==> config.mk <==
export PLATFORM = sky130hd
export DESIGN_NAME = reorder_buffer
export DESIGN_NICKNAME = d
export VERILOG_FILES = /design/src/rtl/foxtrot_pkg.sv /design/src/rtl/reorder_buffer.sv
export SDC_FILE = /design/constraint.sdc
export NUM_CORES = 2
export LEC_CHECK = 0
export ABC_CLOCK_PERIOD_IN_PS = 7900
export CAP_MARGIN = 20
export CORE_UTILIZATION = 58
export CTS_CLUSTER_SIZE = 24
export DETAILED_ROUTE_END_ITERATION = 6
export HOLD_SLACK_MARGIN = 0.02
export PLACE_DENSITY_LB_ADDON = 0.3
export SLEW_MARGIN = 20
export SYNTH_ARGS = -nofsm -noshare
export SYNTH_HDL_FRONTEND = slang
export SYNTH_SLANG_ARGS = --single-unit
==> constraint.sdc <==
create_clock -name clk -period 7.9 [get_ports clk]
set_clock_uncertainty 0.05 [all_clocks]
set_input_delay 2.37 -clock clk [delete_from_list [all_inputs] [get_ports clk]]
set_output_delay 2.37 -clock clk [all_outputs]
set_load 0.03 [all_outputs]
==> src/rtl/foxtrot_pkg.sv <==
// rtl/foxtrot_pkg.sv - shared ROB sizing constants and entry layout
package foxtrot_pkg;

    localparam int ROB_ENTRIES  = 32;
    localparam int PRN_BITS     = 6;
    localparam int MAX_OPERANDS = 3;
    localparam int NUM_COMPLETE = 2;
    localparam int TAG_BITS     = $clog2(ROB_ENTRIES);
    // Pointers carry one extra wrap bit so full and empty are distinguishable.
    localparam int PTR_BITS     = TAG_BITS + 1;

    typedef struct packed {
        logic                                   valid;
        logic                                   done;
        logic [MAX_OPERANDS-1:0]                old_valid;
        logic [MAX_OPERANDS-1:0][PRN_BITS-1:0]  old_prn;
    } rob_entry_t;

endpackage

==> src/rtl/reorder_buffer.sv <==
// rtl/reorder_buffer.sv - in-order retirement buffer returning overwritten PRNs at commit
module reorder_buffer
    import foxtrot_pkg::*;
(
    input  logic                                clk,
    input  logic                                rst,
    input  logic                                alloc_valid_i,
    output logic                                alloc_ready_o,
    input  logic [MAX_OPERANDS-1:0]             alloc_old_valid_i,
    input  logic [MAX_OPERANDS*PRN_BITS-1:0]    alloc_old_prn_i,
    output logic [TAG_BITS-1:0]                 alloc_tag_o,
    input  logic [NUM_COMPLETE-1:0]             complete_valid_i,
    input  logic [NUM_COMPLETE*TAG_BITS-1:0]    complete_tag_i,
    output logic                                commit_valid_o,
    output logic [TAG_BITS-1:0]                 commit_tag_o,
    output logic [MAX_OPERANDS-1:0]             free_valid_o,
    output logic [MAX_OPERANDS*PRN_BITS-1:0]    free_prns_o,
    output logic [PTR_BITS-1:0]                 rob_count_o
);

    localparam logic [PTR_BITS-1:0] PTR_ONE    = PTR_BITS'(1);
    localparam logic [PTR_BITS-1:0] FULL_COUNT = PTR_BITS'(ROB_ENTRIES);

    rob_entry_t              entries_q [ROB_ENTRIES];
    rob_entry_t              entries_d [ROB_ENTRIES];
    logic [PTR_BITS-1:0]     head_q, head_d;
    logic [PTR_BITS-1:0]     tail_q, tail_d;
    logic [PTR_BITS-1:0]     count;
    logic [TAG_BITS-1:0]     head_idx;
    logic [TAG_BITS-1:0]     tail_idx;
    logic                    full;
    logic                    commit_valid;
    logic                    alloc_fire;
    logic [NUM_COMPLETE-1:0] stray_complete;

    assign head_idx      = head_q[TAG_BITS-1:0];
    assign tail_idx      = tail_q[TAG_BITS-1:0];
    assign count         = tail_q - head_q;
    assign full          = (count == FULL_COUNT);
    // Readiness looks only at registered occupancy, so a full ROB stalls even while the head retires.
    assign alloc_ready_o = !full;
    assign alloc_fire    = alloc_valid_i && !full;
    assign alloc_tag_o   = tail_idx;
    assign rob_count_o   = count;

    // Head retires once its completion has been registered; completions are never forwarded.
    assign commit_valid   = entries_q[head_idx].valid && entries_q[head_idx].done;
    assign commit_valid_o = commit_valid;
    assign commit_tag_o   = head_idx;

    // Present the head entry's overwritten PRNs to the free list lanes.
    always_comb begin
        free_valid_o = '0;
        free_prns_o  = '0;
        for (int i = 0; i < MAX_OPERANDS; i++) begin
            free_valid_o[i]                      = commit_valid && entries_q[head_idx].old_valid[i];
            free_prns_o[i*PRN_BITS +: PRN_BITS]  = entries_q[head_idx].old_prn[i];
        end
    end

    // Next state: mark completions, retire the head, then append the new allocation at the tail.
    always_comb begin
        entries_d      = entries_q;
        head_d         = head_q;
        tail_d         = tail_q;
        stray_complete = '0;
        for (int l = 0; l < NUM_COMPLETE; l++) begin
            if (complete_valid_i[l]) begin
                if (entries_q[complete_tag_i[l*TAG_BITS +: TAG_BITS]].valid) begin
                    entries_d[complete_tag_i[l*TAG_BITS +: TAG_BITS]].done = 1'b1;
                end else begin
                    stray_complete[l] = 1'b1;
                end
            end
        end
        if (commit_valid) begin
            entries_d[head_idx].valid = 1'b0;
            entries_d[head_idx].done  = 1'b0;
            head_d                    = head_q + PTR_ONE;
        end
        if (alloc_fire) begin
            entries_d[tail_idx].valid     = 1'b1;
            entries_d[tail_idx].done      = 1'b0;
            entries_d[tail_idx].old_valid = alloc_old_valid_i;
            entries_d[tail_idx].old_prn   = alloc_old_prn_i;
            tail_d                        = tail_q + PTR_ONE;
        end
    end

    // State register; reset drops every in-flight entry without freeing its PRNs.
    always_ff @(posedge clk) begin
        if (rst) begin
            head_q <= '0;
            tail_q <= '0;
            for (int e = 0; e < ROB_ENTRIES; e++) begin
                entries_q[e] <= '0;
            end
        end else begin
            head_q    <= head_d;
            tail_q    <= tail_d;
            entries_q <= entries_d;
        end
    end

`ifndef SYNTHESIS
    // Report completions that target an entry not currently allocated.
    always_ff @(posedge clk) begin
        if (!rst) begin
            for (int l = 0; l < NUM_COMPLETE; l++) begin
                if (stray_complete[l]) begin
                    $display("ERROR: reorder_buffer completion lane %0d for unallocated tag %0d",
                             l, complete_tag_i[l*TAG_BITS +: TAG_BITS]);
                end
            end
        end
    end
`endif

endmodule
==> results.py <==
metrics = {
    "timing": {
        "hold_viol_final": 0,
        "period_share": 0.831,
        "tightest_slew_ps": 1240,
        "fin_crit_ps": 6570,
        "fmax_ghz": 0.152,
        "maxSlewViolCount": 0,
        "relSlewSlack": 0.173,
        "rsz0062_at_grt": "no",
        "setup_viol": 0,
        "timing.setup.tns_ps": 0,
    },
    "critical_path": {
        "cp_max_fo": 17,
        "path_buf_inv": 3,
        "worstPathRequired_ps": 5480,
        "crit_path_cell_trace": "inv_1 > nor3_2 > buf_4 > a22oi_1 > nand4_1 > clkdlybuf4s50_1",
        "startpoint_type": "register",
        "crit_cells": 6,
        "crit_path_top_delay_cell": "nor3_2",
        "critPathKind": "register to output port",
        "cp-end-kind": "output port",
        "r2r_end": "entries_q[297]",
        "rr_startpoint": "head_q[1]",
        "slowest_delay_ps": 920,
        "rr_worst_depth": 10,
        "endpoint": "free_prns_o[5]",
        "critPathLaunch": "head_q[3]",
        "regToRegSetupSlack_ps": 3030,
        "crit_arrival_ps": 4150,
        "cpLargestDelayFamily": "buffers and inverters",
    },
    "floorplanning": {
        "die_x_um": 244,
        "chipHeight_um": 244,
        "initial_utilization": 0.589,
        "die_area_sq_um": 59700,
        "io_pins": 75,
        "core_sq_um": 57800,
        "rows": 88,
    },
    "placed_design": {
        "port_buffers": 74,
        "place_congestion": 0.935,
        "place_hpwl_um": 56100,
        "dp_cells": 3789,
    },
    "global_route": {
        "grt_usage": 0.332,
        "grt_pass1_vias": 24500,
        "grt_pass1_wl_um": 151000,
        "grt_start_max_net_pins": 256,
        "globalRouteOverflowTotal": 0,
        "antenna_found_initial": 5,
    },
    "yosys": {
        "synth.distinct_cells": 69,
        "yosys_warnings": 0,
        "syn_area_sq_um": 34100,
        "syn_nets": 3263,
        "postSynthCellCount": 3213,
        "synth_seq_area_share": 0.440,
        "ys_seq_elements": 748,
        "synth-edff-count": 0,
        "synth.avg_cell_area_sq_um": 10.6,
        "synthFlopType": "dfxtp_1",
        "async_reset_ff_frac": 0,
    },
    "power": {
        "vdd_drop_max_v": 0.000190,
        "power_leakage_nw": 12.1,
        "power_density_nw_per_um2": 219,
    },
    "routing": {
        "routed_wl_um": 99400,
        "drt_pre_antenna_iters": 6,
        "vias_per_cell": 6.38,
        "drtIter0Drc": 2551,
        "drcViolationCount": 0,
        "num_vias": 25100,
        "ant_nets": 0,
        "wire_per_inst_um": 25.3,
    },
    "clock_tree": {
        "hold_buffers": 0,
        "insertion_delay_ps": 620,
        "cts.reportedPaths.clkPinSlew_ps": 60,
        "cts_root_buffer": "clkbuf_16",
        "postCtsResizedCells": 0,
        "cts_made_buffers": 77,
        "cts.path.max_buffers": 3,
        "cts_tree": "yes",
        "cts_setup_buffers": 0,
        "cts_max_level": 3,
        "cts.sinks": 748,
    },
    "worst_hold_path": {
        "min_path_type": "register to register",
        "hold_start": "entries_q[659]",
    },
    "run_status": {
        "status": "complete, no violations",
    },
    "cells_and_area": {
        "final_cells": 3929,
        "area_growth_pct": 10.5,
        "nets": 3153,
        "drive_above_1_share": 0.143,
    },
    "flow_run": {
        "drv_cap": 0,
    },
}
==> cells by family after synthesis <==
logic type | count (synthesis) | synth area share
XOR/XNOR | 10 | 0.00257
multiplexers | 900 | 0.329
buffers and inverters | 342 | 0.0469
AND/OR/NAND/NOR | 939 | 0.113
AO/OA/AOI/OAI | 260 | 0.0630
adder cells (fa/ha/maj) | 14 | 0.00536
flip-flops | 748 | 0.440
==> through the flow <==
| stage | power [W] | util | hold WS (ps) | setup slack, ps | area, sq um |
|---|---|---|---|---|---|
| CTS | 0.00826 | 0.652 | 441 | 1420 | 37700 |
| detailed placement | 0.00441 | 0.605 | 426 | 1920 | 35000 |
| floorplan | 0.00426 | - | 405 | 1660 | 34100 |
| finish | 0.00823 | 0.651 | 436 | 1330 | 37600 |
| global placement | 0.00440 | 0.605 | 417 | 2080 | 35000 |
| global route | 0.00844 | 0.651 | 454 | 1270 | 37600 |
==> synthesized netlist by cell type, drive strengths merged (6+ instances only) <==
library cell / number / area, sq um
ha: 13 / 163
or3b: 6 / 52.6
inv: 19 / 71.3
nand3: 8 / 40.0
a22oi: 73 / 548
a221oi: 8 / 76.3
nand2: 46 / 175
nand4: 21 / 131
a21oi: 37 / 403
dfxtp: 748 / 15000
nor2b: 8 / 50.1
a2111oi: 32 / 303
nor2: 783 / 2940
and3: 9 / 56.3
nor3: 17 / 85.1
mux2i: 715 / 7160
mux4: 175 / 3940
nand3b: 6 / 48.8
nor4: 7 / 65.1
a211oi: 58 / 440
o22ai: 29 / 181
buf: 150 / 876
clkbuf: 173 / 649
xnor2: 8 / 70.1
mux2: 10 / 113
nor3b: 7 / 52.6
==> final cells by class <==
cell class	count	area, sq um
fillers	4399	20200
multi-input cells	2123	17700
flip-flops and latches	748	15000
diodes	2	5.00
repair buffers	134	1180
inverters	19	71.3
clock buffers	116	2380
well taps	765	957
clock inverters	22	365
==> flip-flops by register name (all words and copies together), names as in the netlist <==
name and flops:
head_q 6, entries_q 736, tail_q 6
==> how the worst min path moves through the flow <==
| stage | cells past startpoint | endpoint | slack (ps) |
|---|---|---|---|
| finish | 2 | entries_q[659] | 440 |
| global route | 2 | entries_q[657] | 450 |
| CTS | 2 | entries_q[119] | 440 |
| detailed placement | 2 | entries_q[392] | 430 |
| global placement | 2 | entries_q[130] | 420 |
| floorplan | 2 | entries_q[115] | 400 |
==> per-layer routing <==
metal | wire length, um | GRT usage | vias up
li1 | - | - | 11200
met1 | 40100 | 0.434 | 12400
met2 | 46600 | 0.535 | 1163
met3 | 8220 | 0.0606 | 282
met4 | 4470 | 0.151 | 6
met5 | 35 | 0 | -
==> tightest hold or removal path: stages, from the launching register on <==
cell     delay, ps
dfxtp_1        320
mux2i_1         60
nor2_1          70
==> cell usage in the layout (no fill, tap or decap), types with 5 or more instances in the layout <==
master           synthesis  layout
nor2_1                 783     783
a221oi_1                 7       7
o22ai_1                 29      29
clkinv_2                 0       8
clkbuf_1               173      12
nand2_1                 45      45
ha_1                    13      13
nand3_1                  8       8
nor3_2                   0       8
and2_1                   5       5
xnor2_1                  8       8
buf_2                   91      20
nor2b_1                  8       8
inv_1                   19      19
and3_1                   9       9
buf_4                   47      53
a21oi_4                 13      32
a2111oi_0               26      26
a211oi_1                57      57
buf_12                   0       7
mux4_2                 175     175
clkbuf_8                 0      24
dfxtp_1                748     746
bufinv_16                0       9
nand4_1                 21      21
clkdlybuf4s50_1          0      53
clkbuf_16                0      80
a22oi_1                 73      73
nor3b_1                  7       7
mux2_2                  10      10
nand3b_1                 5       5
nor3_1                  17       9
a21oi_1                  5       5
mux2i_1                715     715
==> power by group <==
part	switching, W	internal [W]
combinational	0.000368	0.000145
clock	0.00152	0.00238
sequential	0.0000213	0.00380
Note: power is estimated with default switching activity, not from simulation.
